<file path="config.mk">
export PLATFORM = sky130hd
export DESIGN_NAME = message_scroller
export DESIGN_NICKNAME = d
export VERILOG_FILES = /design/src/rtl/msg_display_pkg.sv /design/src/rtl/seg_decoder.sv /design/src/rtl/message_scroller.sv
export SDC_FILE = /design/constraint.sdc
export NUM_CORES = 1
export LEC_CHECK = 0
export ABC_AREA = 1
export CORE_MARGIN = 8
export CORE_UTILIZATION = 40
export DETAILED_ROUTE_END_ITERATION = 12
export PLACE_DENSITY = 0.56
export SYNTH_ARGS = -nofsm -noshare
export SYNTH_HDL_FRONTEND = slang
export SYNTH_SLANG_ARGS = --single-unit
</file>
<file path="constraint.sdc">
create_clock -name clk_in -period 2.73 [get_ports clk_in]
set_input_delay 0.4095 -clock clk_in [delete_from_list [all_inputs] [get_ports clk_in]]
set_output_delay 0.4095 -clock clk_in [all_outputs]
set_load 0.05 [all_outputs]
</file>
<file path="src/rtl/msg_display_pkg.sv">
// Shared types, character codes and seven-segment glyphs for the message scroller.
package msg_display_pkg;

  typedef logic [4:0] char_code_t;

  // Named character codes; 0-9 are the decimal digits themselves
  localparam char_code_t CHAR_A     = 5'd10;
  localparam char_code_t CHAR_B     = 5'd11;
  localparam char_code_t CHAR_C     = 5'd12;
  localparam char_code_t CHAR_D     = 5'd13;
  localparam char_code_t CHAR_E     = 5'd14;
  localparam char_code_t CHAR_F     = 5'd15;
  localparam char_code_t CHAR_H     = 5'd16;
  localparam char_code_t CHAR_L     = 5'd17;
  localparam char_code_t CHAR_O     = 5'd18;
  localparam char_code_t CHAR_P     = 5'd19;
  localparam char_code_t CHAR_R     = 5'd20;
  localparam char_code_t CHAR_U     = 5'd21;
  localparam char_code_t CHAR_Y     = 5'd22;
  localparam char_code_t CHAR_DASH  = 5'd23;
  localparam char_code_t CHAR_BLANK = 5'd31;

  // Active-low glyphs, bit order {g,f,e,d,c,b,a}
  localparam logic [6:0] SEG_BLANK = 7'h7F;
  localparam logic [6:0] SEG_DASH  = 7'h3F;
  localparam logic [6:0] SEG_ZERO  = 7'h40;
  localparam logic [6:0] SEG_ONE   = 7'h79;
  localparam logic [6:0] SEG_E     = 7'h06;
  localparam logic [6:0] SEG_H     = 7'h09;
  localparam logic [6:0] SEG_L     = 7'h47;

  typedef enum logic [1:0] {
    IDLE   = 2'd0,
    SCROLL = 2'd1,
    PAUSE  = 2'd2
  } scroll_state_t;

  // Codes 24-31 (and anything unlisted) render as blank
  function automatic logic [6:0] char_to_seg(input char_code_t code);
    logic [6:0] seg;
    case (code)
      5'd0:       seg = SEG_ZERO;
      5'd1:       seg = SEG_ONE;
      5'd2:       seg = 7'h24;
      5'd3:       seg = 7'h30;
      5'd4:       seg = 7'h19;
      5'd5:       seg = 7'h12;
      5'd6:       seg = 7'h02;
      5'd7:       seg = 7'h78;
      5'd8:       seg = 7'h00;
      5'd9:       seg = 7'h10;
      CHAR_A:     seg = 7'h08;
      CHAR_B:     seg = 7'h03;
      CHAR_C:     seg = 7'h46;
      CHAR_D:     seg = 7'h21;
      CHAR_E:     seg = SEG_E;
      CHAR_F:     seg = 7'h0E;
      CHAR_H:     seg = SEG_H;
      CHAR_L:     seg = SEG_L;
      CHAR_O:     seg = 7'h23;
      CHAR_P:     seg = 7'h0C;
      CHAR_R:     seg = 7'h2F;
      CHAR_U:     seg = 7'h41;
      CHAR_Y:     seg = 7'h11;
      CHAR_DASH:  seg = SEG_DASH;
      default:    seg = SEG_BLANK;
    endcase
    return seg;
  endfunction

endpackage

</file>
<file path="src/rtl/seg_decoder.sv">
// Combinational character-code to active-low seven-segment glyph mapping.
module seg_decoder
  import msg_display_pkg::*;
(
  input  char_code_t  char_code,
  output logic [6:0]  seg
);

  assign seg = char_to_seg(char_code);

endmodule

</file>
<file path="src/rtl/message_scroller.sv">
// Scrolls a runtime-writable character message across a row of seven-segment digits.
// step_clk is only ever sampled as data; every flop runs on clk_in.
module message_scroller
  import msg_display_pkg::*;
#(
  parameter int MSG_LEN     = 16,
  parameter int NUM_DIGITS  = 6,
  parameter int PAUSE_STEPS = 2
) (
  input  logic                    clk_in,
  input  logic                    reset,
  input  logic                    step_clk,
  input  logic                    enable,
  input  logic                    dir,
  input  logic                    char_wr_en,
  input  logic [3:0]              char_wr_addr,
  input  char_code_t              char_wr_data,
  output logic [7*NUM_DIGITS-1:0] seg_out,
  output logic [3:0]              pos,
  output logic                    wrap,
  output logic                    busy
);

  localparam int         CNT_W    = (PAUSE_STEPS < 2) ? 1 : $clog2(PAUSE_STEPS + 1);
  localparam logic [3:0] LAST_POS = 4'(MSG_LEN - 1);

  logic             step_s1_reg, step_s2_reg, step_s3_reg;
  logic             step_tick;
  char_code_t       msg_reg [MSG_LEN];
  scroll_state_t    state_reg, state_next;
  logic [3:0]       pos_reg, pos_next;
  logic [3:0]       pos_step;
  logic             pos_wraps;
  logic [CNT_W-1:0] pause_cnt_reg, pause_cnt_next;
  logic             wrap_reg, wrap_next;

  // Two-flop synchronizer plus a third flop for rising-edge detection
  always_ff @(posedge clk_in or negedge reset) begin
    if (!reset) begin
      step_s1_reg <= 1'b0;
      step_s2_reg <= 1'b0;
      step_s3_reg <= 1'b0;
    end else begin
      step_s1_reg <= step_clk;
      step_s2_reg <= step_s1_reg;
      step_s3_reg <= step_s2_reg;
    end
  end

  assign step_tick = step_s2_reg & ~step_s3_reg;

  // Message store; an address beyond the message matches no cell and is dropped
  always_ff @(posedge clk_in or negedge reset) begin
    if (!reset) begin
      for (int i = 0; i < MSG_LEN; i++) msg_reg[i] <= CHAR_BLANK;
    end else begin
      for (int i = 0; i < MSG_LEN; i++) begin
        if (char_wr_en && (char_wr_addr == 4'(i))) msg_reg[i] <= char_wr_data;
      end
    end
  end

  // Neighbouring position in the current direction, with wrap detection
  always_comb begin
    pos_wraps = dir ? (pos_reg == 4'd0) : (pos_reg == LAST_POS);
    if (dir) pos_step = pos_wraps ? LAST_POS : pos_reg - 4'd1;
    else     pos_step = pos_wraps ? 4'd0     : pos_reg + 4'd1;
  end

  // Scroll FSM: enable low overrides everything; ticks move pos or count pause
  always_comb begin
    state_next     = state_reg;
    pos_next       = pos_reg;
    pause_cnt_next = pause_cnt_reg;
    wrap_next      = 1'b0;
    if (!enable) begin
      state_next     = IDLE;
      pause_cnt_next = '0;
    end else begin
      case (state_reg)
        IDLE: state_next = SCROLL;
        SCROLL: begin
          if (step_tick) begin
            pos_next = pos_step;
            if (pos_wraps) begin
              wrap_next = 1'b1;
              if (PAUSE_STEPS > 0) begin
                state_next     = PAUSE;
                pause_cnt_next = '0;
              end
            end
          end
        end
        PAUSE: begin
          if (step_tick) begin
            // Leaving on the tick that would bring the count to PAUSE_STEPS
            if (pause_cnt_reg == CNT_W'(PAUSE_STEPS - 1)) begin
              state_next     = SCROLL;
              pause_cnt_next = '0;
            end else begin
              pause_cnt_next = pause_cnt_reg + 1'b1;
            end
          end
        end
        default: state_next = IDLE;
      endcase
    end
  end

  // FSM, position, pause counter and wrap pulse registers
  always_ff @(posedge clk_in or negedge reset) begin
    if (!reset) begin
      state_reg     <= IDLE;
      pos_reg       <= 4'd0;
      pause_cnt_reg <= '0;
      wrap_reg      <= 1'b0;
    end else begin
      state_reg     <= state_next;
      pos_reg       <= pos_next;
      pause_cnt_reg <= pause_cnt_next;
      wrap_reg      <= wrap_next;
    end
  end

  // One decoder per digit; leftmost digit shows msg[pos], each to its right the next index
  for (genvar gi = 0; gi < NUM_DIGITS; gi++) begin : g_digit
    localparam logic [4:0] OFFSET = 5'(NUM_DIGITS - 1 - gi);
    logic [4:0] idx_sum;
    logic [3:0] idx;
    logic [6:0] seg_next;
    logic [6:0] seg_reg;

    assign idx_sum = {1'b0, pos_reg} + OFFSET;
    assign idx     = (idx_sum >= 5'(MSG_LEN)) ? 4'(idx_sum - 5'(MSG_LEN)) : idx_sum[3:0];

    seg_decoder u_seg_decoder (
      .char_code (msg_reg[idx]),
      .seg       (seg_next)
    );

    // Registered glyph, refreshed every cycle so writes show up one cycle later
    always_ff @(posedge clk_in or negedge reset) begin
      if (!reset) seg_reg <= SEG_BLANK;
      else        seg_reg <= seg_next;
    end

    assign seg_out[7*gi +: 7] = seg_reg;
  end

  assign pos  = pos_reg;
  assign wrap = wrap_reg;
  assign busy = (state_reg != IDLE);

endmodule

</file>
# After elaboration in Yosys (flattened, before gate mapping)
# Memories as Yosys holds them, arrays and structs flattened. A register that Yosys moved wholly into a read port is not among the register bits.
# Index checks and enable logic that the tools add are counted.
# Widths: inputs -> output; s select.
[op_classes] addsub=14 n_bitwise=8 mux=44 reduce_logical=29 n_eq_ne=24 magnitude_cmp=12
[op_table] operator="$bmux 5 s4" n=6
[op_table] operator="$mux 5" n=12
[op_table] operator="$ge 5x5->1 const B" n=11
[op_table] operator="$eq 4x4->1 const B" n=9
[op_table] operator="$mux 4" n=9
[op_table] operator="$not 4->5" n=6
[op_table] operator="$sub 4x1->4 const B" n=7
[op_table] operator="$mux 2" n=10
[op_table] operator="$eq 4x3->1 const B" n=4
[op_table] operator="$logic_and 1x1->1" n=16
[op_table] operator="$ne 3x3->1 const B" n=4
[op_table] operator="$add 4x2->5 const B" n=2
[op_table] operator="$add 4x3->5 const B" n=2
[op_table] operator="$eq 4x2->1 const B" n=2
[op_table] operator="$logic_not 4->1" n=2
[op_table] operator="$reduce_and 4->1" n=2
[op_table] operator="$logic_not 1->1" n=6
[op_table] operator="$pmux 2 s3" n=1
[op_table] operator="$add 4x1->5 const B" n=1
[op_table] operator="$ge 4x5->1 const B" n=1
[op_table] operator="$mux 1" n=5
[op_table] operator="$add 4x1->4 const B" n=1
[op_table] operator="$eq 2x1->1 const B" n=2
[op_table] operator="$eq 4x1->1 const B" n=1
[op_table] operator="9 further kinds" n=9
[word_totals] ff_bits=92 wordCells=160 rom_bits=1344 n_memories=6
[memory_table] name="(no name shown)" words=32 word_bits=7 rd=1 rd_ports_with_merged_regs=1 wr=0 line_no="msg_display_pkg.sv:41" rtl="case (code)"
[memory_table] name="(no name shown)" words=32 word_bits=7 rd=1 rd_ports_with_merged_regs=1 wr=0 line_no="msg_display_pkg.sv:41"
[memory_table] name="(no name shown)" words=32 word_bits=7 rd=1 rd_ports_with_merged_regs=1 wr=0 line_no="msg_display_pkg.sv:41"
[memory_table] name="(no name shown)" words=32 word_bits=7 rd=1 rd_ports_with_merged_regs=1 wr=0 line_no="msg_display_pkg.sv:41"
[memory_table] name="(no name shown)" words=32 word_bits=7 rd=1 rd_ports_with_merged_regs=1 wr=0 line_no="msg_display_pkg.sv:41"
[memory_table] name="(no name shown)" words=32 word_bits=7 rd=1 rd_ports_with_merged_regs=1 wr=0 line_no="msg_display_pkg.sv:41"

# Longest topological paths before layout
[depth] word_depth=7 ltp_mapped=19

# By module
# Synthesis repeated with hierarchy kept, for this count alone.
[unflattened] cells_unflattened=1553 hier_area_um2=10516.3
[by_module_without_submodules] module="message_scroller" area_per_inst_um2=7895.1 cells_each=1091 instances=1
[by_module_without_submodules] module="seg_decoder (g_digit[1].u_seg_decoder ...)" area_per_inst_um2=440.4 cells_each=77 instances=4
[by_module_without_submodules] module="seg_decoder (g_digit[2].u_seg_decoder)" area_per_inst_um2=441.7 cells_each=79 instances=1
[by_module_without_submodules] module="seg_decoder (g_digit[0].u_seg_decoder)" area_per_inst_um2=417.9 cells_each=75 instances=1

# Worst setup path before layout
# No wires, ideal clock.
[synth_timing] kind="register to register" from="register pos_reg[1], in the netlist pos[1]" to="register g_digit[4].seg_reg[1]" arrival_time_ps=3073 period_less_slack_ps=3133 stages_incl_launch_ff=19 path_slack_ps=-403 setup_ps=60 path_cell_list="dfrtp_1 inv_1 buf_2 buf_2 ha_1 inv_2 clkbuf_1 nand3_1 nand3_1 nand2_1 nand2_1 nand2_1 inv_1 ha_1 inv_1 nand2_1 nand2_1 o21ai_0 nand2_1"
[synth_between] elab_chain_len=7
[synth_lines] element="start, declared" line_no="message_scroller.sv:31" rtl="logic [3:0] pos_reg, pos_next;"
[synth_lines] element="start signal, assigned" line_no="message_scroller.sv:119" rtl="pos_reg <= pos_next;"
[synth_lines] element="$add 4x1->5 (*)" line_no="message_scroller.sv:133" rtl="assign idx_sum = {1'b0, pos_reg} + OFFSET;"
[synth_lines] element="$sub 4x1->4 / $ge 5x5->1 (equally long branches)" line_no="message_scroller.sv:134" rtl="assign idx = (idx_sum >= 5'(MSG_LEN)) ? 4'(idx_sum - 5'(MSG_LEN)) : idx_sum[3:0];"
[synth_lines] element="$mux 4 (*)" line_no="message_scroller.sv:134"
[synth_lines] element="$not 4->5 (not written as such) (*)" line_no="message_scroller.sv:137" rtl=".char_code (msg_reg[idx]),"
[synth_lines] element="$bmux 5 s4 (*)" line_no="message_scroller.sv:137"
[synth_lines] element="$mux 5 (not written as such) (*) (2 in a row)" line_no="message_scroller.sv:137"
[synth_lines] element="end, declared" line_no="message_scroller.sv:131" rtl="logic [6:0] seg_reg;"
# Mark *: on every way between the ends. The rest lies on a longest branch, timed or not. The select of a mux whose other input is x is not followed.
# A chain may end at the register's enable or synchronous reset.

# Final worst setup path
[layout_timing] from="register pos_reg[1], in the netlist pos[1]" to="register g_digit[3].seg_reg[1]"
[layout_between] elab_chain_len=7
[layout_lines] element="$add 4x2->5 (*)" line_no="message_scroller.sv:133"
[layout_lines] element="$sub 4x1->4 / $ge 5x5->1 (equally long branches)" line_no="message_scroller.sv:134"
[layout_lines] element="$mux 4 (*)" line_no="message_scroller.sv:134"
[layout_lines] element="$not 4->5 (not written as such) (*)" line_no="message_scroller.sv:137"
[layout_lines] element="$bmux 5 s4 (*)" line_no="message_scroller.sv:137"
[layout_lines] element="$mux 5 (not written as such) (*) (2 in a row)" line_no="message_scroller.sv:137"
[layout_lines] element="end, declared" line_no="message_scroller.sv:131"
# Marks and branches as above.

==> out/results.ini <==
[outcome]
status = completed

[synth]
synthMuxAreaShare = 0.00395
synthSimpleGateAreaFrac = 0.431
synthXorXnorAreaFrac = 0.00741
synthAdderAreaFrac = 0.0531
ys_ff_latch = 134
yosys-top-cells-area = dfstp_2 32%, nand2_1 22%, nand3_1 17%, o21ai_0 6.1%, ha_1 5.3%
yosysUniqueCellTypes = 34
synthMostInstantiatedCell = nand2_1
ys_seq_area_frac = 0.346
synth_ff_type = dfstp_2
syn_inst = 1513
avgSynthCellArea_um2 = 6.70
synth_common_cells = 583 x nand2_1, 351 x nand3_1, 123 x o21ai_0, 122 x dfstp_2, 64 x inv_1
synth_top_family_by_area = simple AND/OR/NAND/NOR gates
yosysWarningCount = 0
synth_compound_area_frac = 0.0891
syn_nets = 1571
synth_area_um2 = 10100
synth_edf_count = 0
yosys.area.top_type = dfstp_2
synth_top_area_frac = 0.316
async_flop_share = 1.00

[global_route]
grt-ovfl-total = 0
antenna_found_initial = 0
grt_max_degree = 62
grt_pass1_vias = 9716
grt_usage = 0.220
grt_pass1_wl_um = 53600

[critical_path]
worstPathMaxFanout = 5
crit_arrival_ps = 2960
slowest_stage = dfrtp_2
required_ps = 3090
endpoint_kind = flop
start_kind = flop
slowest_delay_ps = 440
cp_cell_sequence = inv_1, ha_1, clkinv_1, buf_4, nand3_1, nand3_1, o21ai_1, ha_1, nor2_1, nor2_1, nand3_1, and2_1
worstSetupPathType = flop to flop
crit_path_frequent_cell = nand3_1

[sta]
skew_ps = 10.7
finalMaxSlewViolations = 0
hold_viol = 0
period_share = 0.952
min_period_ps = 2600
tns_ps = 0
finalSetupViolCount = 0
max_freq_mhz = 385
relSlewSlack = 0.587
fin_hold_ws_ps = 344
worst_pin_slew_ps = 619
rsz0062_at_grt = true

[job]
cap_violations = 0

[place]
gp_congestion = 1.02
hpwl_um = 25400
placed_cells = 1890
portBuffers = 62

[final_layout]
largest_register_ffs = 80
seqCellArea_um2 = 3510
area_delta_synth_final_pct = 16.9
multi_input_area_um2 = 5970
utilization = 0.473
drive_gt1_frac = 0.155
nets = 1638
fillers = 2548
final_cells = 1923
antenna_cells = 0

[hold_path]
min-delay-path-class = flop to flop

[floorplan]
coreArea_um2 = 25000
io_pins = 63
die_w_um = 175
dieHeight_um = 175
dieArea_um2 = 30700
rows = 58
start_util = 0.405

[route]
wl_per_cell_um = 17.3
drt_iter0_markers = 1164
drc = 0
ant_nets = 0
viasPerCell = 5.47
vias = 10500
routed_wl_um = 33400
firstDrtPassIters = 6

[clock_tree]
clk_pin_slew_worst_paths_ps = 70
clk_latency_ps = 430
cts.sinks = 134
cts_buffer_depth = 2
cts-root-buf = clkbuf_16
cts_max_level = 4
cts_tree = yes
cts_buffers = 17
post-cts-setup-buffers = 0

-- per-stage QoR --
step,setup slack (ps),instance area [um^2]
after global routing,-64.3,11800
after floorplan,15.9,10200
after CTS,103,11800
after detailed placement,111,11200
final,130,11800
after global placement,126,11200
-- timing repair --
action,CTS,global route
gates resized for setup,0,9
setup endpoints to repair,0,28
hold buffers,1,0
endpoints found under the hold margin,9,0
-- final timing paths --
path / from / endpoint / slack, ps / cells past startpoint
setup / recovery: pos[1] / g_digit[3].seg_reg[1] / 130 / 12
min in group asynchronous: reset / pause_cnt_reg[0] / 530 / 2
hold / removal: step_s1_reg / step_s2_reg / 340 / 0
max in group asynchronous: reset / g_digit[2].seg_reg[2] / 1470 / 3
hold reg to reg: step_s1_reg / step_s2_reg / 340 / 0
setup reg to reg: pos[1] / g_digit[3].seg_reg[1] / 130 / 12
-- cell families after synthesis --
logic type	count (synthesis)
AOI/OAI and AO/OA	171
buffers and inverters	139
adders and majority gates	43
xor gates and xnor gates	6
and+or+nand+nor	1016
DFF	134
muxes	4
-- layer usage --
layer / routed length [um] / track usage
met4: 1190 / 0.0887
met2: 15000 / 0.350
met1: 14700 / 0.291
met3: 2440 / 0.0367
met5: 0 / 0
-- worst max-delay path, delay by kind of cell, from the launching register on --
kind | cells | cell delay [ps]
AND/OR/NAND/NOR | 6 | 870
adder cells (fa/ha/maj) | 2 | 670
buffers and inverters | 3 | 440
flip-flops | 1 | 440
AO/OA/AOI/OAI | 1 | 100
-- area by class of cell --
cell class / count / area share
Clock buffer: 18 / 0.0362
Sequential cell: 134 / 0.296
Clock inverter: 14 / 0.0149
Inverter: 77 / 0.0248
Tap cell: 330 / 0.0349
Multi-Input combinational cell: 1240 / 0.504
Timing Repair Buffer: 110 / 0.0889
-- cell usage in the layout (no fill, tap or decap), drive strengths merged --
cell	n
clkdlybuf4s50	59
dlygate4sd3	1
nand3	357
nor3	9
clkinvlp	2
dfrtp	12
a311oi	1
nor2	45
o311ai	2
or2	1
dfstp	122
xnor2	2
a22oi	1
clkinv	8
o21ai	137
nand3b	3
a21oi	17
a31oi	2
ha	43
mux2i	4
o211ai	11
buf	50
and2	1
bufinv	3
clkbuf	18
nand2	598
nand4	2
xor2	4
inv	78
Power is left out: the tool's default activity adds up to more than one toggle a clock period on the data nets, which glitch-free logic cannot reach.
